===== src/rtl/uart_pkg.sv =====
// Shared definitions for the UART transmit/receive pair: clock/baud defaults,
// frame width and the common state encoding.
package uart_pkg;

  localparam int DEFAULT_CLOCK_FREQ = 50000000;
  localparam int DEFAULT_BAUD_RATE  = 9600;
  localparam int DATA_BITS          = 8;

  typedef enum logic [1:0] {
    IDLE  = 2'd0,
    START = 2'd1,
    DATA  = 2'd2,
    STOP  = 2'd3
  } uart_state_t;

endpackage


===== src/rtl/uart_tx_if.sv =====
// Byte-stream handshake plus serial line and status for the UART transmitter.
interface uart_tx_if;
  import uart_pkg::*;

  logic [DATA_BITS-1:0] tx_data;
  logic                 tx_valid;
  logic                 tx_ready;
  logic                 tx;
  logic                 tx_busy;
  logic                 tx_done;

  modport master (
    output tx_data,
    output tx_valid,
    input  tx_ready,
    input  tx,
    input  tx_busy,
    input  tx_done
  );

  modport slave (
    input  tx_data,
    input  tx_valid,
    output tx_ready,
    output tx,
    output tx_busy,
    output tx_done
  );

endinterface


===== src/rtl/uart_baud_gen.sv =====
// Bit-period counter: counts 0..CLKS_PER_BIT-1 and flags the last cycle of
// each bit. Held at zero while clear is high so a new bit starts aligned.
module uart_baud_gen #(
  parameter int CLKS_PER_BIT = 16
) (
  input  logic clk,
  input  logic rst,
  input  logic clear,
  output logic tick
);

  localparam int CNT_W = (CLKS_PER_BIT > 1) ? $clog2(CLKS_PER_BIT) : 1;
  localparam logic [CNT_W-1:0] LAST_CNT = CNT_W'(CLKS_PER_BIT - 1);

  logic [CNT_W-1:0] r_cnt;

  always_ff @(posedge clk) begin
    if (rst || clear) begin
      r_cnt <= '0;
    end else if (r_cnt == LAST_CNT) begin
      r_cnt <= '0;
    end else begin
      r_cnt <= r_cnt + 1'b1;
    end
  end

  assign tick = (r_cnt == LAST_CNT);

endmodule


===== src/rtl/uart_tx.sv =====
// 8N1 UART transmitter: accepts one byte per valid/ready handshake and shifts
// it out LSB first between a low start bit and a high stop bit.
module uart_tx
  import uart_pkg::*;
#(
  parameter int CLOCK_FREQ = DEFAULT_CLOCK_FREQ,
  parameter int BAUD_RATE  = DEFAULT_BAUD_RATE
) (
  input  logic     clk,
  input  logic     rst,
  uart_tx_if.slave bus
);

  localparam int CLKS_PER_BIT = CLOCK_FREQ / BAUD_RATE;

  localparam logic [1:0] ST_IDLE  = IDLE;
  localparam logic [1:0] ST_START = START;
  localparam logic [1:0] ST_DATA  = DATA;
  localparam logic [1:0] ST_STOP  = STOP;

  localparam logic [2:0] LAST_IDX = 3'(DATA_BITS - 1);

  logic [1:0]           r_state;
  logic [DATA_BITS-1:0] r_shift;
  logic [2:0]           r_idx;
  logic                 r_tx;
  logic                 r_busy;
  logic                 r_done;
  logic                 w_tick;
  logic                 w_clear;

  // The bit counter is parked at zero while idle, so the start bit gets a full
  // CLKS_PER_BIT cycles measured from the acceptance edge.
  assign w_clear = (r_state == ST_IDLE);

  uart_baud_gen #(
    .CLKS_PER_BIT(CLKS_PER_BIT)
  ) u_baud_gen (
    .clk  (clk),
    .rst  (rst),
    .clear(w_clear),
    .tick (w_tick)
  );

  always_ff @(posedge clk) begin
    if (rst) begin
      r_state <= ST_IDLE;
      r_shift <= '0;
      r_idx   <= '0;
      r_tx    <= 1'b1;
      r_busy  <= 1'b0;
      r_done  <= 1'b0;
    end else begin
      r_done <= 1'b0;
      case (r_state)
        ST_IDLE: begin
          r_tx <= 1'b1;
          if (bus.tx_valid) begin
            r_shift <= bus.tx_data;
            r_idx   <= '0;
            r_tx    <= 1'b0;
            r_busy  <= 1'b1;
            r_state <= ST_START;
          end
        end
        ST_START: begin
          if (w_tick) begin
            r_tx    <= r_shift[0];
            r_state <= ST_DATA;
          end
        end
        // The shift register always presents the current bit at [0], so the
        // next bit to drive is [1] just before the shift takes effect.
        ST_DATA: begin
          if (w_tick) begin
            r_shift <= r_shift >> 1;
            if (r_idx == LAST_IDX) begin
              r_tx    <= 1'b1;
              r_state <= ST_STOP;
            end else begin
              r_idx <= r_idx + 1'b1;
              r_tx  <= r_shift[1];
            end
          end
        end
        ST_STOP: begin
          if (w_tick) begin
            r_done  <= 1'b1;
            r_busy  <= 1'b0;
            r_state <= ST_IDLE;
          end
        end
        default: begin
          r_tx    <= 1'b1;
          r_busy  <= 1'b0;
          r_state <= ST_IDLE;
        end
      endcase
    end
  end

  assign bus.tx_ready = (r_state == ST_IDLE);
  assign bus.tx       = r_tx;
  assign bus.tx_busy  = r_busy;
  assign bus.tx_done  = r_done;

endmodule


===== src/flat_wrapper.sv =====
// flat-port wrapper written by rule: the top's interface ports become plain ports
module uart_tx_flat import uart_pkg::*;
#(
  parameter int CLOCK_FREQ = DEFAULT_CLOCK_FREQ,
  parameter int BAUD_RATE  = DEFAULT_BAUD_RATE
)
  (clk, rst, bus_tx_data, bus_tx_valid, bus_tx_ready, bus_tx, bus_tx_busy, bus_tx_done);
  uart_tx_if bus_i ();
  input  logic clk;
  input  logic rst;
  input wire logic [$bits(bus_i.tx_data)-1:0] bus_tx_data;
  input wire logic [$bits(bus_i.tx_valid)-1:0] bus_tx_valid;
  output wire logic [$bits(bus_i.tx_ready)-1:0] bus_tx_ready;
  output wire logic [$bits(bus_i.tx)-1:0] bus_tx;
  output wire logic [$bits(bus_i.tx_busy)-1:0] bus_tx_busy;
  output wire logic [$bits(bus_i.tx_done)-1:0] bus_tx_done;
  assign bus_i.tx_data = bus_tx_data;
  assign bus_i.tx_valid = bus_tx_valid;
  assign bus_tx_ready = bus_i.tx_ready;
  assign bus_tx = bus_i.tx;
  assign bus_tx_busy = bus_i.tx_busy;
  assign bus_tx_done = bus_i.tx_done;
  uart_tx #(.CLOCK_FREQ(CLOCK_FREQ), .BAUD_RATE(BAUD_RATE)) u_core (.clk(clk), .rst(rst), .bus(bus_i));
endmodule

===== config.mk =====
export PLATFORM = sky130hd
export DESIGN_NAME = uart_tx_flat
export DESIGN_NICKNAME = d
export VERILOG_FILES = /design/src/rtl/uart_pkg.sv /design/src/rtl/uart_tx_if.sv /design/src/rtl/uart_baud_gen.sv /design/src/rtl/uart_tx.sv /design/src/flat_wrapper.sv
export SDC_FILE = /design/constraint.sdc
export NUM_CORES = 1
export LEC_CHECK = 0
export CORE_AREA = 2 2 53 55
export DETAILED_ROUTE_END_ITERATION = 10
export DIE_AREA = 0 0 55 57
export PLACE_DENSITY = 0.8
export SLEW_MARGIN = 5
export SYNTH_ARGS = -nofsm -noshare
export SYNTH_HDL_FRONTEND = slang
export SYNTH_SLANG_ARGS = --single-unit
export TNS_END_PERCENT = 30

===== constraint.sdc =====
create_clock -name clk -period 2.26 [get_ports clk]
set_input_delay 0.452 -clock clk [delete_from_list [all_inputs] [get_ports clk]]
set_output_delay 0.452 -clock clk [all_outputs]
set_load 0.05 [all_outputs]

# Yosys cells after proc, flatten, opt, wreduce, memory -nomap -nowiden
# Cells that the tools add are included.
# word_totals
ff_bits	29
latch_bits	0
mem_bits_rw	0
rom_bits	0
word_cells	55
mem_count	0
# classes
n_addsub	2
n_mul	0
n_div	0
order_cmp	0
n_eq_ne	11
shifts	0
muxes	22
n_bitwise	1
reduce_logical	12
# op_table
cell	n
$mux 8	2
$pmux 8 s2	1
$add 13x1->13 const B	1
$eq 13x13->1 const B	1
$mux 2	5
$ne 2x2->1 const B	5
$mux 3	3
$reduce_and 3->1	3
$pmux 2 s4	1
$mux 1	7
$pmux 3 s2	1
$reduce_and 5->1	1
$eq 2x2->1 const B	2
$reduce_and 4->1	1
$reduce_bool 2->1	2
$reduce_or 2->1	2
$add 3x1->3 const B	1
$eq 3x3->1 const B	1
$pmux 1 s3	1
$reduce_bool 3->1	1
$eq 2x1->1 const B	1
$logic_not 2->1	1
$ne 2x1->1 const B	1
$pmux 1 s2	1
2 further kinds	2

# Logic depth before layout (Yosys ltp)
# Gate-level depths: netlist of the first run.
# logic_depth
depth_word	4
ltp_mapped	8
depth_no_buf	6

# Modules after synthesis
# A second synthesis of the first run with hierarchy kept.
# unflattened
hier_cells	182
hier_area_um2	1677.9
# modules_own_cells
mod	instances	cells_per_inst	area_each_um2
uart_tx	1	110	955.9
uart_baud_gen	1	72	721.9

# Least setup slack after synthesis of the first run
# No wires, ideal clock.
# synth_path
kind	register -> register
from	reg u_core.r_state[0]
to	reg u_core.r_shift[7]
setup_time_ns	0.116
arrival_ns	1.704
required_ns	2.144
slack_ns	0.440
stages_incl_launch_ff	8
path_buffers	2
synth_period_minus_slack_ns	1.820
path_cell_list	dfxtp_1 > inv_1 > ha_1 > nand2b_1 > o21a_1 > buf_6 > buf_6 > a41o_1
# synth_between
elab_chain_len	3
elab_cells_between_ends	7
# synth_lines
item	line	source
start: declaration	uart_tx.sv:23	logic [1:0] r_state;
start signal: assignment	uart_tx.sv:47	r_state <= ST_IDLE;
start signal: assignment	uart_tx.sv:63	r_state <= ST_START;
start signal: assignment	uart_tx.sv:69	r_state <= ST_DATA;
$logic_not 2->1 (*)	--	
named net bus_tx_ready	flat_wrapper.sv:13	output wire logic [$bits(bus_i.tx_ready)-1:0] bus_tx_ready;
$ne 2x2->1 (no line) / $reduce_bool 2->1 (equally long branches)	--	
$reduce_and 3->1 (no line)	--	
end signal: assignment	uart_tx.sv:59	r_shift <= bus.tx_data;
end signal: assignment	uart_tx.sv:76	r_shift <= r_shift >> 1;
end: declaration	uart_tx.sv:24	logic [DATA_BITS-1:0] r_shift;
# Mark *: on every way through the listed nets, which the timed path passes. The rest lies on a longest branch.
# A chain may end at the register's enable or synchronous reset.

# Worst setup path in the final report of the first run
# layout_path
from	reg u_core.r_busy (netlist: u_core.bus.tx_busy)
to	out bus_tx_busy
# layout_rtl
item	line	source
start: declaration	uart_tx.sv:27	logic r_busy;
start signal: assignment	uart_tx.sv:51	r_busy <= 1'b0;
start signal: assignment	uart_tx.sv:62	r_busy <= 1'b1;
start signal: assignment	uart_tx.sv:89	r_busy <= 1'b0;
end: declaration	flat_wrapper.sv:15	output wire logic [$bits(bus_i.tx_busy)-1:0] bus_tx_busy;
# No word-level cell between the ends.

==> results of run 1 <==
## synth_stat cells, types with 2 or more instances
master,instances
a21oi_1,7
nor4_1,2
ha_1,8
nand3_1,5
xor2_1,4
a311oi_1,7
a21oi_2,2
a31oi_1,3
a22o_1,2
inv_1,8
nand2_1,11
buf_6,2
o21ai_0,5
dfxtp_1,29
xnor2_1,7
nor2_1,16
mux2i_1,8
nand4_1,3
nor3_1,5
## power by group through the flow
stage | Combinational, W | Clock [W] | Sequential, W
3_3_place_gp | 0.000788 | 0 | 0.000683
5_1_grt | 0.000912 | 0.000567 | 0.000686
2_1_floorplan | 0.000643 | 0 | 0.000717
4_1_cts | 0.000831 | 0.000545 | 0.000676
6_report | 0.000836 | 0.000532 | 0.000676
3_5_place_dp | 0.000820 | 0 | 0.000687
## how the worst min path moves through the flow
stage,startpoint,end,cells after the start
after floorplan,u_core.u_baud_gen.r_cnt[0],u_core.u_baud_gen.r_cnt[0],1
after global placement,u_core.u_baud_gen.r_cnt[0],u_core.u_baud_gen.r_cnt[0],1
after detailed placement,u_core.u_baud_gen.r_cnt[0],u_core.u_baud_gen.r_cnt[0],1
after CTS,u_core.u_baud_gen.r_cnt[0],u_core.u_baud_gen.r_cnt[0],1
after global routing,u_core.u_baud_gen.r_cnt[0],u_core.u_baud_gen.r_cnt[0],1
final,u_core.u_baud_gen.r_cnt[0],u_core.u_baud_gen.r_cnt[0],1
## state kept, by name (all words and copies together), names as in the netlist
name	flops
u_core.r_shift	8
u_core.u_baud_gen.r_cnt	13
u_core.bus.tx_done	1
u_core.bus.tx	1
u_core.r_state	2
u_core.bus.tx_busy	1
u_core.r_idx	3
## cells in the final DEF (no fill, tap or decap), drive strengths merged, types with 2 or more instances in the layout
cell and n:
nand3 5, inv 8, clkdlybuf4s50 13, dfxtp 29, mux2i 8, a22o 2, nand2 11, a31oi 3
buf 5, nor3 6, a21oi 9, o21ai 5, xor2 4, ha 8, nand4 3, clkbuf 5
nor4 2, a311oi 7, nor2 16, xnor2 7, bufinv 2
## layout make-up
type	instances	area share [%]
Timing Repair Buffer	18	9.738
Inverter	8	1.744
Clock buffer	5	2.180
Multi-Input combinational cell	111	46.58
Clock inverter	3	3.779
Tap cell	31	2.253
Sequential cell	29	33.72
## layer usage
layer	GRT usage [%]	wire (um)	vias up
met1	23.95	1298	548
met2	37.76	1482	28
met4	7.317	49	0
met5	0	0	-
met3	7.330	149	7
li1	-	-	598
## kinds of logic (layout without fill, tap and decap cells)
logic type                 count (synthesis)  in the layout  synth area share, %
and+or+nand+nor                           50             50                18.31
DFF                                       29             29                39.69
muxes                                      9              9                6.245
AOI/OAI and AO/OA                         33             33                16.85
xor gates and xnor gates                  11             11                6.587
buffers and inverters                     14             34                5.474
adders and majority gates                  8              8                6.844
## stage by stage
step / instances / power [W]
final: 205 / 0.002044
after global routing: 205 / 0.002165
after CTS: 205 / 0.002052
after detailed placement: 197 / 0.001507
after global placement: 197 / 0.001471
after floorplan: 154 / 0.001359
==> impl_metrics.ini, run 1 <==
[status]
outcome = finished, final reports clean

[placement]
io_buffers = 14
dpl_worst_slack_ns = 0.3216
dp_hpwl_um = 2157
gp_congestion = 0.8376
place_area_sq_um = 1619

[synth]
syn_nets = 173
synth_flop_cell = dfxtp_1
synth_top_area_share_pct = 39.69
synth_top_area_cell = dfxtp_1
async_flop_share_pct = 0
ys_ff_latch = 29
syn_area_sq_um = 1463
ys_warn_count = 0
synthesis.instances = 154
postSynthAreaPerCell_sq_um = 9.498
synthTopCellsByArea = dfxtp_1, ha_1, mux2i_1, a311oi_1, xnor2_1
ys_types = 39
seq_area_frac_synth_pct = 39.69
synth-edff-count = 0

[floorplanning]
die_h_um = 57
num_rows = 19
core_area_sq_um = 2615
initial_core_util_pct = 55.93
dieArea_sq_um = 3135
ios = 15
die_x_um = 55

[critical_path]
r2r_setup_slack_ns = 0.44
crit_path_end_kind = output pin
crit_path_end = bus_tx_busy
cp_num_cells = 1
rr_worst_depth = 5
crit-reg2reg-launch = u_core.u_baud_gen.r_cnt[1]
start_kind = flop
crit_chain = clkdlybuf4s50_1
worst_ep_arrival_time_ns = 1.53
cp_top_family = buffers and inverters
worstPathRequired_ns = 1.81
slowest_stage = clkdlybuf4s50_1
crit_buf_inv = 1
critPathKind = reg -> out
r2r_end = u_core.r_idx[0]
cp-startpoint = u_core.bus.tx_busy
crit_fanout = 3
worst_path_largest_cell_delay_ns = 0.82

[timing]
grt_setup_unrepaired = no
tightest_slew_ns = 0.4962
finalSetupViolCount = 0
tns_ns = 0
worst_slack_ns = 0.2818
hold_ws_ns = 0.4753
finalHoldViolCount = 0
relSlewSlack_pct = 66.81
final.period_utilization_pct = 87.53
fmax_mhz = 505.5
period_minus_slack_ns = 1.978
slew_violations = 0
fin_worst_skew_ns = 0.01008

[layout]
fillers = 221
num_antenna_cells = 0
multi_input_area_sq_um = 802.0
area_delta_synth_final_pct = 17.71
design_area_sq_um = 1722
finish.utilization_pct = 65.84
seq_area_sq_um = 580.6
nets = 192
drive_above_1_share_pct = 12.07

[clock_network]
cts_resized = 0
tritoncts = yes
cts-root-buf = clkbuf_4
clk_latency_ns = 0.34
ctsHoldBuffers = 0
cts.sinks = 29
numCtsBuffers = 5
path_clk_slew_ns = 0.09
clk_path_buf_depth = 2
htreeDepth = 2
post_cts.repair.setup_buffers = 0

[power_and_ir_drop]
power_density_nw_per_um2 = 1187
peakVddDrop_uv = 978.8
p_seq_share_pct = 33.1
p_sw_w = 0.0007529
clockPowerShare_pct = 26.0
p_leak_nw = 0.6185
p_int_w = 0.001291
p_sw_share_pct = 36.84
comb_power_share_pct = 40.9

[grt]
grt_pass1_vias = 1144
grt_util_all_layers_pct = 21.70
grt_max_degree = 17
grt-ovfl-total = 0
grt_first_pass_wirelength_um = 4926
antenna_found_initial = 0

[detailed_routing]
postRouteAntennaNets = 0
totalWireLength_um = 2979
viasPerCell = 5.761
drt_iter0_drc = 16
routedWlPerCell_um = 14.53
dr.pass1.iters = 4
vias = 1181
post-route-drc-count = 0

[run]
drv_cap = 0

[min_path]
hold_class = reg -> reg
(Power assumes the default switching activity.)
==> run 2: changes to the inputs <==
Settings changed: CAP_MARGIN set to 10.
Clock period 2.26 ns to 2.3 ns, I/O delays scaled along.
==> run 2 against run 1 <==
Effect of this change:
- flip-flop and latch count stayed put
- wire length fell by 6.3%
- clock skew down 0.0032 ns
- power down 13%
- cell count shrank 0.98%
- hold slack worse by 0.0016 ns
- global-route usage shrank 0.052 points
- clock power down 42%
- sequential share of layout area up 1.1 points
- largest cell class unchanged
- largest power group unchanged
- highest routed layer unchanged
==> impl_metrics.ini, run 2 (synthesis gave the netlist of run 1 again) <==
[critical_path]
worst_path_largest_cell_delay_ns = 0.81
crit_buf_inv = 1
crit_fanout = 3
worst_ep_arrival_time_ns = 1.50
start_kind = flop
slowest_stage = clkdlybuf4s50_1
crit_chain = clkdlybuf4s50_1
crit_path_end_kind = output pin
cp_top_family = buffers and inverters
worstPathRequired_ns = 1.84
critPathKind = reg -> out

[clock_network]
cts_resized = 0
numCtsBuffers = 5
cts.sinks = 29
clk_path_buf_depth = 2
htreeDepth = 2
ctsHoldBuffers = 0
tritoncts = yes
clk_latency_ns = 0.32
path_clk_slew_ns = 0.08
cts-root-buf = clkbuf_4
post_cts.repair.setup_buffers = 0

[floorplanning]
ios = 15
core_area_sq_um = 2615
die_h_um = 57
initial_core_util_pct = 55.93
die_x_um = 55
num_rows = 19
dieArea_sq_um = 3135

[timing]
finalHoldViolCount = 0
period_minus_slack_ns = 1.959
tns_ns = 0
relSlewSlack_pct = 67.03
final.period_utilization_pct = 85.19
fmax_mhz = 510.3
finalSetupViolCount = 0
slew_violations = 0
fin_worst_skew_ns = 0.006831
grt_setup_unrepaired = no
tightest_slew_ns = 0.4930

[layout]
multi_input_area_sq_um = 802.0
regMostFlops = u_core.u_baud_gen.r_cnt
final_common_cell = dfxtp_1
fillers = 214
nets = 191
seq_area_sq_um = 580.6
largestRegisters = u_core.u_baud_gen.r_cnt (13), u_core.r_shift (8), u_core.r_idx (3)
finish.utilization_pct = 63.73
drive_above_1_share_pct = 10.47
area_delta_synth_final_pct = 13.94
final_cell_mix = dfxtp_1, nor2_1, clkdlybuf4s50_1
largest_reg_flops = 13
num_antenna_cells = 0

[grt]
grt-ovfl-total = 0
antenna_found_initial = 0
grt_pass1_vias = 1167
grt_util_all_layers_pct = 21.65
grt_max_degree = 17
grt_first_pass_wirelength_um = 4912

[detailed_routing]
routedWlPerCell_um = 13.75
dr.pass1.iters = 4
totalWireLength_um = 2791
postRouteAntennaNets = 0
vias = 1171
drt_iter0_drc = 29
post-route-drc-count = 0
viasPerCell = 5.768

[power_and_ir_drop]
p_leak_nw = 0.5899
power_density_nw_per_um2 = 1067
peakVddDrop_uv = 649.1

[min_path]
hold_class = reg -> reg

[run]
drv_cap = 0

[status]
outcome = finished, final reports clean

[placement]
dp_hpwl_um = 2072
io_buffers = 14
gp_congestion = 0.8258
run 2: changes by cell type in the layout (fill, tap and decap cells not counted):
| cell | delta |
|---|---|
| clkbuf_8 | +1 |
| buf_4 | -1 |
| bufinv_16 | -2 |
| clkbuf_1 | +1 |
| clkinv_2 | -1 |
run 2: path summary, 6_finish.rpt:
check / slack (ns) / start / end / depth (start not counted)
setup reg to reg: 0.46 / u_core.u_baud_gen.r_cnt[0] / u_core.r_idx[0] / 5
hold / removal: 0.47 / u_core.u_baud_gen.r_cnt[0] / u_core.u_baud_gen.r_cnt[0] / 1
setup / recovery: 0.34 / u_core.bus.tx_busy / bus_tx_busy / 1
hold reg to reg: 0.47 / u_core.u_baud_gen.r_cnt[0] / u_core.u_baud_gen.r_cnt[0] / 1
run 2: stage by stage:
step                      hold WS (ns)  power [W]  worst slack (ns)  instances  cell area [sq um]
after global routing            0.5144   0.001907            0.2864        203               1667
after CTS                       0.4761   0.001785            0.3256        203               1667
after global placement          0.4451   0.001446            0.4256        196               1612
after detailed placement        0.4564   0.001476            0.3771        196               1612
after floorplan                 0.4302   0.001336            0.4800        154               1463
final                           0.4736   0.001779            0.3405        203               1667
run 2: cell type report:
cell class                 instances  area share [%]
sequential                        29           34.83
inverter                           8           1.802
clock buffer                       7           3.303
tap                               31           2.327
multi-input combinational        111           48.12
timing repair buffer              17           9.610
run 2: layer usage:
metal	GRT usage (%)	up-vias	share of wire, %	routed length [um]
li1	-	595	-	-
met1	23.95	543	42	1178
met2	37.24	29	51	1421
met3	7.853	4	5.7	158
met4	7.317	0	1.2	33
met5	0	-	0	0
run 2: where the power goes:
group | internal [W] | leakage (nW) | switching [W]
logic | 0.000334 | 0.322 | 0.000475
registers | 0.000596 | 0.237 | 0.0000672
clock network | 0.000144 | 0.0314 | 0.000163
total | 0.00107 | 0.590 | 0.000706
==> run 3: changes to the inputs <==
Settings changed: GPL_ROUTABILITY_DRIVEN set to 0.
==> results of run 3 <==
Final layout, timing and power as in run 2 (identical DEF).
